File: src/rtl/game_fsm.sv
// Tic-tac-toe game controller: arbitrates player and AI turns, holds the 3x3
// board, counts moves and detects win/draw; restarts on player confirm after game over.
module game_fsm (
    input  logic        clk,
    input  logic        rst,
    input  logic [3:0]  p_tick,
    input  logic        p_confirm,
    input  logic [3:0]  ai_tick,
    input  logic        ai_ack,
    output logic        ai_confirm,
    output logic [17:0] cell_position,
    output logic [1:0]  winner,
    output logic        player_turn,
    output logic [3:0]  move_cnt
);

    typedef enum logic [2:0] {
        P_WAIT    = 3'd0,
        P_CHECK   = 3'd1,
        AI_WAIT   = 3'd2,
        AI_CHECK  = 3'd3,
        GAME_OVER = 3'd4
    } state_t;

    localparam logic [1:0] CELL_EMPTY  = 2'b00;
    localparam logic [1:0] CELL_PLAYER = 2'b01;
    localparam logic [1:0] CELL_AI     = 2'b10;
    localparam logic [1:0] WIN_NONE    = 2'b00;
    localparam logic [1:0] WIN_DRAW    = 2'b11;
    localparam logic [3:0] MAX_MOVES   = 4'd9;

    state_t      state, state_n;
    logic [17:0] cells_n;
    logic [1:0]  winner_n;
    logic [3:0]  cnt_n;
    logic        p_confirm_q;
    logic        p_conf_rise;

    function automatic logic [1:0] cell_at(input logic [17:0] b, input logic [3:0] idx);
        logic [1:0] v;
        v = CELL_EMPTY;
        for (int unsigned i = 0; i < 9; i++) begin
            if (idx == 4'(i)) v = b[2*i +: 2];
        end
        return v;
    endfunction

    function automatic logic [17:0] set_cell(input logic [17:0] b, input logic [3:0] idx,
                                             input logic [1:0] who);
        logic [17:0] r;
        r = b;
        for (int unsigned i = 0; i < 9; i++) begin
            if (idx == 4'(i)) r[2*i +: 2] = who;
        end
        return r;
    endfunction

    function automatic logic owns3(input logic [17:0] b, input logic [3:0] a,
                                   input logic [3:0] c, input logic [3:0] d,
                                   input logic [1:0] who);
        return (cell_at(b, a) == who) && (cell_at(b, c) == who) && (cell_at(b, d) == who);
    endfunction

    function automatic logic has_line(input logic [17:0] b, input logic [1:0] who);
        return owns3(b, 4'd0, 4'd1, 4'd2, who) || owns3(b, 4'd3, 4'd4, 4'd5, who) ||
               owns3(b, 4'd6, 4'd7, 4'd8, who) || owns3(b, 4'd0, 4'd3, 4'd6, who) ||
               owns3(b, 4'd1, 4'd4, 4'd7, who) || owns3(b, 4'd2, 4'd5, 4'd8, who) ||
               owns3(b, 4'd0, 4'd4, 4'd8, who) || owns3(b, 4'd2, 4'd4, 4'd6, who);
    endfunction

    assign p_conf_rise = p_confirm & ~p_confirm_q;
    assign player_turn = (state == P_WAIT);
    assign ai_confirm  = (state == AI_WAIT);

    always_ff @(posedge clk or negedge rst) begin
        if (!rst) begin
            state         <= P_WAIT;
            cell_position <= '0;
            winner        <= WIN_NONE;
            move_cnt      <= '0;
            p_confirm_q   <= 1'b0;
        end else begin
            state         <= state_n;
            cell_position <= cells_n;
            winner        <= winner_n;
            move_cnt      <= cnt_n;
            p_confirm_q   <= p_confirm;
        end
    end

    always_comb begin
        state_n  = state;
        cells_n  = cell_position;
        winner_n = winner;
        cnt_n    = move_cnt;
        case (state)
            P_WAIT: begin
                if (p_conf_rise && (p_tick <= 4'd8) && (move_cnt != MAX_MOVES) &&
                    (cell_at(cell_position, p_tick) == CELL_EMPTY)) begin
                    cells_n = set_cell(cell_position, p_tick, CELL_PLAYER);
                    cnt_n   = move_cnt + 4'd1;
                    state_n = P_CHECK;
                end
            end
            P_CHECK: begin
                // A win on the ninth move outranks the draw
                if (has_line(cell_position, CELL_PLAYER)) begin
                    winner_n = CELL_PLAYER;
                    state_n  = GAME_OVER;
                end else if (move_cnt == MAX_MOVES) begin
                    winner_n = WIN_DRAW;
                    state_n  = GAME_OVER;
                end else begin
                    state_n = AI_WAIT;
                end
            end
            AI_WAIT: begin
                if (ai_ack && (ai_tick <= 4'd8) && (move_cnt != MAX_MOVES) &&
                    (cell_at(cell_position, ai_tick) == CELL_EMPTY)) begin
                    cells_n = set_cell(cell_position, ai_tick, CELL_AI);
                    cnt_n   = move_cnt + 4'd1;
                    state_n = AI_CHECK;
                end
            end
            AI_CHECK: begin
                if (has_line(cell_position, CELL_AI)) begin
                    winner_n = CELL_AI;
                    state_n  = GAME_OVER;
                end else if (move_cnt == MAX_MOVES) begin
                    winner_n = WIN_DRAW;
                    state_n  = GAME_OVER;
                end else begin
                    state_n = P_WAIT;
                end
            end
            GAME_OVER: begin
                if (p_conf_rise) begin
                    cells_n  = '0;
                    winner_n = WIN_NONE;
                    cnt_n    = '0;
                    state_n  = P_WAIT;
                end
            end
            default: state_n = P_WAIT;
        endcase
    end

endmodule

File: config.mk
export PLATFORM = sky130hd
export DESIGN_NAME = game_fsm
export DESIGN_NICKNAME = d
export VERILOG_FILES = /design/src/rtl/game_fsm.sv
export SDC_FILE = /design/constraint.sdc
export NUM_CORES = 1
export LEC_CHECK = 0
export ABC_AREA = 1
export BUFFER_PORTS_ARGS = -buffer_cell sky130_fd_sc_hd__buf_2
export CAP_MARGIN = 10
export CORE_ASPECT_RATIO = 0.5
export CORE_MARGIN = 1
export CORE_UTILIZATION = 51
export DETAILED_ROUTE_END_ITERATION = 7
export HOLD_SLACK_MARGIN = 0.03
export PLACE_DENSITY_LB_ADDON = 0.08
export SYNTH_ARGS = -nofsm -noshare
export SYNTH_HDL_FRONTEND = slang
export SYNTH_SLANG_ARGS = --single-unit
File: constraint.sdc
create_clock -name clk -period 1.8 [get_ports clk]
set_input_delay 0.36 -clock clk [delete_from_list [all_inputs] [get_ports clk]]
set_output_delay 0.36 -clock clk [all_outputs]
set_load 0.005 [all_outputs]
# --- Word-level counts from Yosys, hierarchy flattened ---
# Cells that the tools add are included.
# Widths: inputs -> output; s select.
classes:
  mux: 77
  n_bitwise: 2
  magnitude_cmp: 2
  n_eq_ne: 61
  reduce_logical: 71
  n_addsub: 1
op_table:
  columns: ["cell", "n"]
  rows:
  - ["$mux 2", 60]
  - ["$mux 18", 3]
  - ["$pmux 18 s3", 1]
  - ["$reduce_and 6->1", 9]
  - ["$ne 2x1->1 const B", 20]
  - ["$logic_and 1x1->1", 38]
  - ["$eq 4x3->1 const B", 8]
  - ["$mux 3", 7]
  - ["$eq 2x1->1 const B", 9]
  - ["$eq 2x2->1 const B", 9]
  - ["$eq 4x2->1 const B", 4]
  - ["$pmux 3 s5", 1]
  - ["$logic_or 1x1->1", 14]
  - ["$eq 4x4->1 const B", 3]
  - ["$mux 4", 3]
  - ["$pmux 4 s3", 1]
  - ["$eq 4x1->1 const B", 2]
  - ["$le 4x4->1 const B", 2]
  - ["$logic_not 4->1", 2]
  - ["$eq 3x2->1 const B", 2]
  - ["$pmux 2 s3", 1]
  - ["$reduce_bool 3->1", 2]
  - ["$add 4x1->4 const B", 1]
  - ["$logic_not 2->1", 2]
  - ["other kinds (10)", 10]
totals:
  in_bits: 12
  wordCells: 227
  output_inout_bits: 26
  regBits: 28

# --- Longest topological paths before layout ---
logic_depth:
  word_depth: 15
  ltp_mapped: 18
  ltp_nobuf: 18

# --- Worst setup path after synthesis ---
# No wires, ideal clock.
synth_timing:
  path_type: "reg-to-reg"
  startpoint: "reg move_cnt[1]"
  endpoint: "reg cell_position[14]"
  setup_slack_ns: 0.073
  n_path_buf: 1
  stages_incl_launch_ff: 13
  arrival_time_ns: 1.607
  path_cell_list: "dfrtp_1 inv_1 ha_1 nand2_1 nor2_1 nor2_1 nand2_2 nand2_4 nand2_8 buf_6 nor2_4 nand2_1 nand2_1"
synth_via:
  elab_chain_len: 5
  word_cells_on_any_way: 8
  cone_classes: "3 x eq/ne; 5 x reduce/logical"
synth_rtl:
  columns: ["item", "line_no", "rtl"]
  rows:
  - ["start: declaration", "14", "output logic [3:0] move_cnt"]
  - ["start signal: assignment", "86", "move_cnt <= cnt_n;"]
  - ["$ne 4x4->1 (*)", "98, 118", null]
  - ["$logic_and 1x1->1, on equally long branches (2 in series)", "98, 118", null]
  - ["$ne 2x1->1 (no line)", null, null]
  - ["$reduce_and 6->1 (no line) (*)", null, null]
  - ["end signal: assignment", "84", "cell_position <= cells_n;"]
  - ["end: declaration", "11", "output logic [17:0] cell_position,"]
# Every way passes the cells marked *; elsewhere a longest branch is shown, timed or not.
# A chain may end at the register's enable or synchronous reset.

# --- Worst setup path after layout ---
layout_timing:
  startpoint: "reg cell_position[7]"
  endpoint: "reg cell_position[1]"
layout_via:
  elab_chain_len: 11
  word_cells_on_any_way: 21
  cone_classes: "2 x eq/ne; 14 x mux; 5 x reduce/logical"
layout_rtl:
  columns: ["item", "line_no", "rtl"]
  rows:
  - ["$mux 2 (6 in series)", "43", "if (idx == 4'(i)) v = b[2*i +: 2];"]
  - ["$mux 2", "96", "case (state)"]
  - ["$logic_not 2->1, on equally long branches", "99, 119", null]
  - ["$logic_and 1x1->1, on equally long branches", "98, 118", null]
  - ["$ne 2x1->1 (no line)", null, null]
  - ["$reduce_and 6->1 (no line) (*)", null, null]
# Every way passes the cells marked *; elsewhere a longest branch is shown, timed or not. The select of a mux whose other input is x is not followed.

==> out/results.tsv <==
stage	metric	value	unit
synthesis	area fraction in compound gates after synthesis	0.137	
pwr	Power per Cell Area	1800	nW/µm²
critical_path	CP Max Fanout	7	
sta	Worst Tran Pin Value	0.663	ns
status	status	complete, but fails checks	
routing	final routed wire length divided by cell count	15.1	µm
clocking	CTS root buffer	clkbuf_8	
sta	Relative slew margins	0.558	
synthesis	post-synth design cell area	2300	µm²
placement	placer's final routability congestion estimate	0.962	
critical_path	Required @ worst endpoint	2.03	ns
routing	sum of routed wire length over all layers	7420	µm
critical_path	launch point of the worst path	cell_position[7]	
routing	Detail Route met3 WL	642	µm
final_layout	Nets	453	
global_route	gr usage total	0.304	
critical_path	Slowest cell on crit path	dfrtp_1	
global_route	number of antenna violations at the first check in global routing	0	
critical_path	cell occurring most often along the worst timing path	nand2_1	
routing	sum of met2 wire segment lengths after detailed routing	3390	µm
sta	Fin Clk Skew	0.00401	ns
critical_path	endpoint arrival time on the critical path	2.16	ns
critical_path	highest cell delay on the worst timing path	0.39	ns
sta	FMAX	0.518	GHz
flow_run	Maximum Capacitance Violations	0	
floorplan	Cell Rows	16	
global_route	overflow left after global routing	0	
pwr	Worst IR Drop VDD	0.00115	V
routing	top layer used by detailed routing	met4	
final_layout	ratio of cells with drive above 1 in the final layout	0.358	
clocking	TritonCTS clock tree	yes	
routing	DR DRC count	0	
sta	final worst-path cycle share	1.07	
global_route	first-pass GRT wire length	11400	µm
critical_path	largest delay contributor family on the critical path	simple AND/OR/NAND/NOR gates	
routing	Met1 Wirelength	3300	µm
clocking	total number of H-tree levels	1	
synthesis	mean instance size in the synthesized netlist	6.62	µm²
synthesis	Post-Synth Adder-Cell Area	0.0109	
synthesis	largest family of logic cells by synthesized area	simple AND/OR/NAND/NOR gates	
clocking	number of buffers inserted during clock tree synthesis	3	
routing	number of antenna-violating nets in the routed design	0	
synthesis	synthesized-area fraction occupied by and/or/nand/nor cells	0.435	
placement	DPL Wire Length	5420	µm
routing	routed vias	2734	
floorplan	Top Ports	38	
final_layout	Synth-to-Final Area Change	37.7	%
clocking	worst-case clock buffer depth	2	
floorplan	area of the die	4810	µm²
placement	Port Buf Inserts	37	
floorplan	Die X-Extent	97.1	µm
floorplan	Core Region	4100	µm²
final_layout	final design utilization	0.773	
critical_path	Bufs and invs on worst path	1	
synthesis	net count of the mapped netlist	362	
min_path	path class of the lowest-slack min-delay path	primary input to asynchronous set/reset pin	
critical_path	critical path startpoint category	register	
global_route	via count of the first global-routing pass	2456	
final_layout	leading cell types in the layout, fill and taps excluded	81 x nand2_1, 52 x inv_1, 48 x buf_4, 42 x nor2_1, 37 x buf_2	
sta	final worst-path setup slack	-0.131	ns
synthesis	number of synthesized register bits	28	
floorplan	die height	49.5	µm
status	failing checks	setup timing	
synthesis	Unique masters post-synth	34	
final_layout	most common library cell in the layout ignoring fill and taps	nand2_1	
routing	detailed-router iteration count before antenna repair	5	
critical_path	Worst setup EP type	register	
clocking	number of clock sinks	28	
critical_path	critical path cell sequence	nor2_1, buf_4, nand3_2, nand2_1, o21bai_1, nand3_1, nand2_1, nand2_1, nand2_1, nand2_2, nand2_8, nand2_8, nor2_8, nand3_1, nand2_1	
synthesis	sequential fraction of the synthesis area	0.304	
synthesis	cell count after synthesis	348	
clocking	clock transition at the registers of the reported paths	0.10	ns
sta	count of final setup violators	22	
routing	via/cell ratio	5.56	
sta	RSZ-0062 raised after global routing	yes	
placement	worst slack after detailed placement	-0.363	ns
routing	First DRT Iteration DRCs	220	
clocking	clock network latency to the later pin of the worst-skew pair	0.28	ns
sta	Post-Route Setup TNS	-1.97	ns
synthesis	mux share of post-synthesis cell area	0	
synthesis	synth warn	0	
final_layout	antenna cells	0	
floorplan	initial core utilization	0.562	
global_route	largest net degree at the start of global routing	29	
pwr	static leakage power	1.71	nW
synthesis	area share of xor/xnor cells in the synthesized design	0.00760	
critical_path	Crit Reg-Reg Startpoint	cell_position[7]	
sta	time the final worst path needs with I/O delays and setup	1.93	ns
critical_path	CP Class	register to register	
sta	final hold viol count	0	
sta	final max-slew violation count	0	
state kept, by name, indices dropped and copies added, names as in the netlist:
register	count
winner	2
state	3
cell_position	18
move_cnt	4
p_confirm_q	1
cell type report:
cell class	instances	area [µm²]
well taps	54	67.6
clock buffers	3	41.3
repair buffers	87	568
inverters	56	210
fillers	313	931
multi-input cells	263	1560
flip-flops and latches	28	701
clock inverters	1	30.0
routing by layer:
layer	vias up	track usage
met1	1272	0.426
met4	0	0.0697
met3	16	0.0582
li1	1307	-
met2	139	0.492
met5	-	0
path summary, 6_finish.rpt:
check | endpoint | slack [ns] | cells past startpoint
max | cell_position[1] | -0.13 | 15
min | cell_position[6] | 0.09 | 1
max reg2reg | cell_position[1] | -0.13 | 15
min reg2reg | cell_position[10] | 0.54 | 2
max in group asynchronous | cell_position[17] | 1.28 | 1
min in group clk | p_confirm_q | 0.19 | 1
synthesized netlist by cell type:
cell type / instances / area, µm²
o31ai_1: 3 / 22.5
o21bai_1: 1 / 7.51
buf_2: 2 / 10.0
nor2_1: 45 / 169
nand2_4: 2 / 22.5
xor2_1: 1 / 8.76
o21ai_0: 15 / 75.1
xnor2_1: 1 / 8.76
nor3_2: 1 / 10.0
nand2_2: 4 / 25.0
nand3_2: 8 / 80.1
nor4_1: 2 / 12.5
nand2_8: 2 / 40.0
a2111oi_2: 1 / 15.0
buf_6: 2 / 22.5
nand4_1: 2 / 12.5
or2_2: 2 / 12.5
a21oi_1: 11 / 55.1
nor3_1: 2 / 10.0
o22ai_1: 2 / 12.5
nor2_4: 3 / 33.8
nand3b_1: 1 / 7.51
nand2_1: 85 / 319
nand3_1: 27 / 135
o221ai_1: 1 / 8.76
a22o_1: 5 / 43.8
nor2_8: 1 / 20.0
inv_1: 52 / 195
dfrtp_1: 28 / 701
inv_2: 4 / 15.0
and3_1: 1 / 6.26
o21ai_1: 15 / 75.1
nor2_2: 14 / 87.6
ha_1: 2 / 25.0
kinds of logic (layout without fill, tap and decap cells):
family                   count (synthesis)  count (layout)
AND/OR/NAND/NOR                        202             205
buffers and inverters                   60             147
flip-flops                              28              28
XOR/XNOR                                 2               2
adder cells (fa/ha/maj)                  2               2
AO/OA/AOI/OAI                           54              54
where the power goes:
part | internal, mW | leakage [nW] | total (mW) | switching, mW
clock network | 0.298 | 0.0357 | 0.517 | 0.219
registers | 0.913 | 0.354 | 1.14 | 0.228
logic | 1.55 | 1.32 | 4.07 | 2.52
total | 2.76 | 1.71 | 5.73 | 2.97
worst register-to-register path, stage by stage (launching register included):
cell      delay [ns]
dfrtp_1         0.39
nor2_1          0.11
buf_4           0.14
nand3_2         0.07
nand2_1         0.06
o21bai_1        0.10
nand3_1         0.10
nand2_1         0.08
nand2_1         0.07
nand2_1         0.07
nand2_2         0.10
nand2_8         0.13
nand2_8         0.10
nor2_8          0.18
nand3_1         0.10
nand2_1         0.08
per-stage QoR:
| step | total power [mW] | instances | hold WS, ns | area (µm²) |
|---|---|---|---|---|
| 2_1_floorplan | 3.32 | 348 | 0.0644 | 2300 |
| 3_3_place_gp | 4.43 | 481 | 0.412 | 2870 |
| 3_5_place_dp | 4.54 | 481 | 0.427 | 2870 |
| 4_1_cts | 5.15 | 486 | 0.112 | 2970 |
| 5_1_grt | 6.16 | 492 | 0.130 | 3170 |
| 6_report | 5.73 | 492 | 0.0941 | 3170 |
timing repair:
| item | in CTS | in global routing |
|---|---|---|
| pin swaps | 2 | 18 |
| setup buffers | 0 | 4 |
| gates resized for setup | 6 | 35 |
| endpoints found under the hold margin | 0 | 0 |
| hold buffers | 0 | 0 |
| cloned | 1 | 2 |
| endpoints found under the setup margin | 23 | 25 |
Power figures use the tool's default switching activity.
